File: src/rtl/rr_mux_arbiter_pkg.sv
// Shared definitions for the round-robin mux arbiter and the mux_Nx1 stage it drives.
// Select-width helper keeps both blocks agreeing on sel width for any N.
package mux_pkg;

  typedef enum logic {
    IDLE = 1'b0,
    BUSY = 1'b1
  } arb_state_e;

  function automatic int sel_width(input int n);
    return (n <= 1) ? 1 : $clog2(n);
  endfunction

  // Index successor modulo n; n=1 always yields 0.
  function automatic int wrap_inc(input int v, input int n);
    return (v + 1 >= n) ? 0 : v + 1;
  endfunction

endpackage

File: src/rtl/rr_mux_arbiter_if.sv
// Request/select/handshake bundle between sources, the arbiter and the mux consumer.
// master drives requests and readiness; slave is the arbiter.
interface rr_mux_arbiter_if
  import mux_pkg::*;
#(
  parameter int N = 8
);

  localparam int SEL_WIDTH = sel_width(N);

  logic [N-1:0]         req;
  logic                 out_ready;
  logic [SEL_WIDTH-1:0] sel;
  logic                 out_valid;
  logic [N-1:0]         gnt;

  modport master (
    output req,
    output out_ready,
    input  sel,
    input  out_valid,
    input  gnt
  );

  modport slave (
    input  req,
    input  out_ready,
    output sel,
    output out_valid,
    output gnt
  );

endinterface

File: src/rtl/rr_mux_arbiter_rr_pick.sv
// Combinational rotating-priority encoder: first set bit of vec searching ptr, ptr+1, ..., wrapping.
// The vector is doubled so the wrap needs no modulo, which keeps non-power-of-two N correct.
module rr_pick
  import mux_pkg::*;
#(
  parameter int N = 8
) (
  input  logic [N-1:0]            vec,
  input  logic [sel_width(N)-1:0] ptr,
  output logic [sel_width(N)-1:0] idx,
  output logic                    any
);

  localparam int SEL_WIDTH = sel_width(N);

  logic [2*N-1:0] dbl;

  assign dbl = {vec, vec};

  // Scan high to low so the lowest position inside the window [ptr, ptr+N) wins.
  always_comb begin
    idx = '0;
    any = 1'b0;
    for (int j = 2*N-1; j >= 0; j--) begin
      if (dbl[j] && (j >= int'(ptr)) && (j < int'(ptr) + N)) begin
        any = 1'b1;
        idx = (j >= N) ? SEL_WIDTH'(j - N) : SEL_WIDTH'(j);
      end
    end
  end

endmodule

File: src/rtl/rr_mux_arbiter.sv
// Round-robin arbiter producing the registered select and valid/ready handshake for an N-input mux.
// Grant is a combinational decode of the transfer; back-to-back arbitration avoids bubbles.
module rr_mux_arbiter
  import mux_pkg::*;
#(
  parameter int N = 8
) (
  input  logic            clk,
  input  logic            rst_n,
  rr_mux_arbiter_if.slave bus
);

  localparam int SEL_WIDTH = sel_width(N);

  arb_state_e           state_q, state_d;
  logic [SEL_WIDTH-1:0] sel_q, sel_d;
  logic [SEL_WIDTH-1:0] ptr_q, ptr_d;

  logic                 out_valid;
  logic                 xfer;
  logic [SEL_WIDTH-1:0] sel_inc;
  logic [N-1:0]         gnt_vec;
  logic [N-1:0]         pick_vec;
  logic [SEL_WIDTH-1:0] pick_ptr;
  logic [SEL_WIDTH-1:0] pick_idx;
  logic                 pick_any;

  assign out_valid = (state_q == BUSY);
  assign xfer      = out_valid & bus.out_ready;
  assign sel_inc   = SEL_WIDTH'(wrap_inc(int'(sel_q), N));

  always_comb begin
    gnt_vec = '0;
    for (int i = 0; i < N; i++) begin
      gnt_vec[i] = rst_n & xfer & (sel_q == SEL_WIDTH'(i));
    end
  end

  // One encoder serves both cases: fresh pick from IDLE, or the masked re-pick on a transfer.
  always_comb begin
    pick_vec = bus.req;
    pick_ptr = ptr_q;
    if (state_q == BUSY) begin
      pick_vec = bus.req & ~gnt_vec;
      pick_ptr = sel_inc;
    end
  end

  rr_pick #(
    .N (N)
  ) u_pick (
    .vec (pick_vec),
    .ptr (pick_ptr),
    .idx (pick_idx),
    .any (pick_any)
  );

  always_comb begin
    state_d = state_q;
    sel_d   = sel_q;
    ptr_d   = ptr_q;
    case (state_q)
      IDLE: begin
        if (pick_any) begin
          sel_d   = pick_idx;
          state_d = BUSY;
        end
      end
      BUSY: begin
        if (bus.out_ready) begin
          ptr_d = sel_inc;
          if (pick_any) begin
            sel_d = pick_idx;
          end else begin
            state_d = IDLE;
          end
        end
      end
      default: state_d = IDLE;
    endcase
  end

  always_ff @(posedge clk or negedge rst_n) begin
    if (!rst_n) begin
      state_q <= IDLE;
      sel_q   <= '0;
      ptr_q   <= '0;
    end else begin
      state_q <= state_d;
      sel_q   <= sel_d;
      ptr_q   <= ptr_d;
    end
  end

  assign bus.sel       = sel_q;
  assign bus.out_valid = out_valid;
  assign bus.gnt       = gnt_vec;

endmodule

File: src/flat_wrapper.sv
// flat-port wrapper written by rule: the top's interface ports become plain ports
module rr_mux_arbiter_flat import mux_pkg::*;
#(
  parameter int N = 8
)
  (clk, rst_n, bus_req, bus_out_ready, bus_sel, bus_out_valid, bus_gnt);
  rr_mux_arbiter_if #(.N(N)) bus_i ();
  input  logic clk;
  input  logic rst_n;
  input wire logic [$bits(bus_i.req)-1:0] bus_req;
  input wire logic [$bits(bus_i.out_ready)-1:0] bus_out_ready;
  output wire logic [$bits(bus_i.sel)-1:0] bus_sel;
  output wire logic [$bits(bus_i.out_valid)-1:0] bus_out_valid;
  output wire logic [$bits(bus_i.gnt)-1:0] bus_gnt;
  assign bus_i.req = bus_req;
  assign bus_i.out_ready = bus_out_ready;
  assign bus_sel = bus_i.sel;
  assign bus_out_valid = bus_i.out_valid;
  assign bus_gnt = bus_i.gnt;
  rr_mux_arbiter #(.N(N)) u_core (.clk(clk), .rst_n(rst_n), .bus(bus_i));
endmodule
File: config.mk
export PLATFORM = sky130hd
export DESIGN_NAME = rr_mux_arbiter_flat
export DESIGN_NICKNAME = d
export VERILOG_FILES = /design/src/rtl/rr_mux_arbiter_pkg.sv /design/src/rtl/rr_mux_arbiter_if.sv /design/src/rtl/rr_mux_arbiter_rr_pick.sv /design/src/rtl/rr_mux_arbiter.sv /design/src/flat_wrapper.sv
export SDC_FILE = /design/constraint.sdc
export NUM_CORES = 1
export LEC_CHECK = 0
export CORE_MARGIN = 3
export CORE_UTILIZATION = 40
export DETAILED_ROUTE_END_ITERATION = 10
export PLACE_DENSITY = 0.64
export SYNTH_ARGS = -nofsm -noshare
export SYNTH_HDL_FRONTEND = slang
export SYNTH_SLANG_ARGS = --single-unit
File: constraint.sdc
create_clock -name clk -period 2.7 [get_ports clk]
set_clock_uncertainty 0.1 [all_clocks]
set_input_delay 0.54 -clock clk [delete_from_list [all_inputs] [get_ports clk]]
set_output_delay 0.54 -clock clk [all_outputs]
set_load 0.005 [all_outputs]
==> summary.md, run 1 <==
| Metric | Value |
|---|---|
| Final setup violating endpoints | `0` |
| Initial Util | `45.0%` |
| Layout cells sized above 1 | `25.8%` |
| Worst EP required | `approximately 2.8 ns` |
| Avg Vias per Cell | `5.80` |
| Post-CTS Setup Bufs | `0` |
| Sequential-to-total area share from yosys stat | `about a fifth` |
| Post-CTS Hold Buffers | `0` |
| Port bufs | `22` |
| Initial antenna violation count | `0` |
| Initial DRC count | `42` |
| First-pass GRT wire length | `roughly 4700 um` |
| Status | `finished clean` |
| RSZ-0062 raised after global routing | `false` |
| Std-Cell Rows | `16` |
| Tmin final | `2.55 ns` |
| Antenna viol nets, final | `0` |
| VDD IR-drop max | `0.000571 V` |
| Ant. Diodes | `0` |
| Flop-to-flop setup slack | `0.15 ns` |
| Worst EP arrival | `2.60 ns` |
| Maxcap violations | `0` |
| Drc violations | `0` |
| Worst r2r path cells | `10` |
| Post-synthesis cell area | `936 um^2` |
| Setup CP Type | `reg -> reg` |
| Hold Crit Class | `in -> async` |
| Hold Violations, Final | `0` |
| RR Startpoint | `u_core.bus.sel[1]$_DFFE_PN0P_` |
| Final slew viol count | `0` |
| Hpwl dp | `between 2000 and 2500 um` |
| Max FO, Critical Path | `6` |
| FF+latch area | `176 um^2` |
| PD cells | `1040 mW/mm^2` |
| GP Congestion | `0.921` |
| CTS tree | `done` |
| First drt pass iteration count | `4` |
| Setup TNS | `0 ns` |
| Post-placement cell area | `0.00127 mm^2` |
| Worst-skew pair later-pin latency | `0.27 ns` |
| Max_slew headroom | `76.2%` |
| Post-DR wirelength/cell | `around 15 um` |
| Setup crit end kind | `flop` |
| Synthesis-stage register bit count | `7` |
| Layout area overhead | `40.0%` |
| Ys Warns | `0` |
| Depth of the CTS H-tree | `1` |
| Die Area | `~0.0030 mm^2` |
| Worst Setup Start Kind | `flop` |
| Die span in x | `between 50 and 60 um` |
| Tcrit/Tclk final | `94.4%` |
| Via count | `1056` |
| Number of clock sinks | `7` |
| Vias in the first global route | `987` |
| Reg clk slew, reported paths | `about 0.070 ns` |
| Synthesized netlist cell count | `approximately 120` |
| Largest net degree at the start of global routing | `19` |
| Root Buffer | `clkbuf_4` |
| Post-Syn Nets | `135` |
| CTS Buf Count | `3` |
| Static Leakage | `0.578 nW` |
| Core area | `0.00208 mm^2` |
| Final Cell Area | `0.00131 mm^2` |
| Hold Slack | `0.192 ns` |
| IO Pins | `23` |
| GRT overflow | `0` |
| Avg Inst Size Synth | `7.93 um^2` |
| Distinct cell type count after synthesis | `44` |
| Die height | `~54 um` |
| Multi-input gate area | `701 um^2` |
| Least-Margin Pin Slew | `0.357 ns` |
| Fmax | `between 300 and 400 MHz` |
| Total track usage | `a little over a fifth` |
| Reg2reg end | `u_core.bus.sel[0]$_DFFE_PN0P_` |
| Fillers | `195` |
| Nets | `173` |
| Bufs on Longest Clock Path | `2` |
| Total Wirelength | `2800 um` |
[cell families after synthesis]
logic type                 count (synthesis)  share of synthesized area (%)
and+or+nand+nor                           48                           27.8
AOI/OAI and AO/OA                         42                           33.8
buffers and inverters                     12                           7.35
DFF                                        7                           18.7
adders and majority gates                  6                           8.02
muxes                                      3                           4.28
[power breakdown]
group	leakage [nW]	switching (mW)	total, mW	internal, mW
clock	0.0177	0.0515	0.106	0.0548
sequential	0.0809	0.0285	0.180	0.151
combinational	0.479	0.592	1.08	0.485
[metal layers]
metal  part of all wire, %  vias up  GRT usage (%)
met2                    43       50           34.3
met3                   9.4        6           3.27
met4                   2.1        0           7.05
met5                     0        -              0
li1                      -      515              -
met1                    46      485           30.2
[worst max-delay path, stage by stage (launching register included)]
cell      delay (ns)
dfrtp_1         0.40
ha_1            0.20
ha_1            0.31
nand2_1         0.09
and3_2          0.28
buf_4           0.16
nor2_2          0.17
o21ai_0         0.10
a222oi_1        0.37
a22o_1          0.19
mux2i_1         0.07
[timing repair]
item                                   CTS  global route
resized for setup                        0             8
endpoints found under the hold margin    0             0
setup endpoints to repair                0             8
[cell type report]
cell class	instances	share of cell area, %
multi-input cells	99	53.5
clock buffers	3	1.72
flip-flops and latches	7	13.5
well taps	27	2.58
clock inverters	1	0.382
repair buffers	38	26.4
inverters	7	2.01
[worst max path at each step]
stage,cells past startpoint,from,slack [ns],to
floorplan,11,u_core.bus.sel[2]$_DFFE_PN0P_,0.24,u_core.bus.sel[1]$_DFFE_PN0P_
global placement,8,rst_n,-0.12,u_core.bus.sel[1]$_DFFE_PN0P_
detailed placement,8,rst_n,-0.13,u_core.bus.sel[1]$_DFFE_PN0P_
CTS,5,rst_n,0.03,bus_gnt[2]
global route,10,u_core.bus.sel[1]$_DFFE_PN0P_,0.01,u_core.bus.sel[0]$_DFFE_PN0P_
finish,10,u_core.bus.sel[1]$_DFFE_PN0P_,0.15,u_core.bus.sel[0]$_DFFE_PN0P_
[state kept, by name (all words and copies together) (netlist names)]
register,flops
u_core.bus.out_valid,1
u_core.ptr_q,3
u_core.bus.sel,3
[stage by stage]
step	util [%]	power (mW)	cells	worst slack, ns
after floorplan	-	0.947	118	0.236
after global placement	60.9	1.21	178	-0.117
after detailed placement	60.9	1.22	178	-0.125
after CTS	62.2	1.33	182	0.0281
after global routing	62.9	1.48	182	0.0148
final	62.9	1.36	182	0.150
[synthesized netlist by cell type]
master     number  area (um^2)
a211oi_1        2         15.0
a21boi_1        1         7.51
a21boi_2        2         22.5
a21oi_1         3         15.0
a21oi_2         1         8.76
a221o_1         1         10.0
a221oi_1        1         8.76
a222oi_1        1         10.0
a22o_1          2         17.5
a31o_1          1         8.76
a31oi_1         2         12.5
a31oi_2         1         12.5
a32o_1          1         10.0
and2_1          2         12.5
and3_1          2         12.5
and4_4          1         11.3
buf_2           1         5.00
buf_4           2         15.0
buf_6           2         22.5
dfrtp_1         7          175
ha_1            6         75.1
inv_1           7         26.3
mux2_4          2         30.0
mux2i_1         1         10.0
nand2_1        11         41.3
nand2b_1        2         12.5
nand3_1         4         20.0
nand4_1         3         18.8
nand4_2         2         25.0
nor2_1         13         48.8
nor2b_1         4         25.0
nor3_1          1         5.00
nor4b_2         1         15.0
o2111ai_1       1         8.76
o21a_1          2         15.0
o21ai_0         8         40.0
o21ai_1         3         15.0
o21ai_2         3         26.3
o221ai_1        1         8.76
o221ai_2        1         15.0
o22ai_1         2         12.5
o311ai_1        1         8.76
o31ai_1         1         7.51
or2_1           2         12.5
[placed cells by master, fill, tap and decap left out, drive strengths merged]
| cell | synthesis | layout |
|---|---|---|
| and2 | 2 | 2 |
| a221o | 1 | 1 |
| ha | 6 | 6 |
| a21boi | 3 | 3 |
| nor3 | 1 | 1 |
| clkbuf | 0 | 3 |
| a21oi | 4 | 4 |
| nand2 | 11 | 11 |
| nor4b | 1 | 1 |
| nand3 | 4 | 4 |
| o221ai | 2 | 2 |
| a31o | 1 | 1 |
| nand4 | 5 | 5 |
| a211oi | 2 | 2 |
| or2 | 2 | 2 |
| a221oi | 1 | 1 |
| a222oi | 1 | 1 |
| a31oi | 3 | 3 |
| mux2 | 2 | 2 |
| o22ai | 2 | 2 |
| nor2 | 13 | 13 |
| dlymetal6s2s | 0 | 2 |
| clkdlybuf4s50 | 0 | 20 |
| mux2i | 1 | 1 |
| o21a | 2 | 2 |
| a32o | 1 | 1 |
| o31ai | 1 | 1 |
| a22o | 2 | 2 |
| o21ai | 14 | 14 |
| and3 | 2 | 2 |
| buf | 5 | 16 |
| nor2b | 4 | 4 |
| nand2b | 2 | 2 |
| and4 | 1 | 1 |
| clkinv | 0 | 1 |
| dfrtp | 7 | 7 |
| inv | 7 | 7 |
| o311ai | 1 | 1 |
| o2111ai | 1 | 1 |
Note: power is estimated with default switching activity, not from simulation.
==> run 2, diff against run 1 <==
--- a/config.mk
+++ b/config.mk
@@ -9,6 +9,7 @@
 export CORE_UTILIZATION = 40
 export DETAILED_ROUTE_END_ITERATION = 10
 export PLACE_DENSITY = 0.64
+export SKIP_LAST_GASP = 1
 export SYNTH_ARGS = -nofsm -noshare
 export SYNTH_HDL_FRONTEND = slang
 export SYNTH_SLANG_ARGS = --single-unit
==> results of run 2 <==
Same layout as run 1: the final DEF is identical, and so are final timing and power.
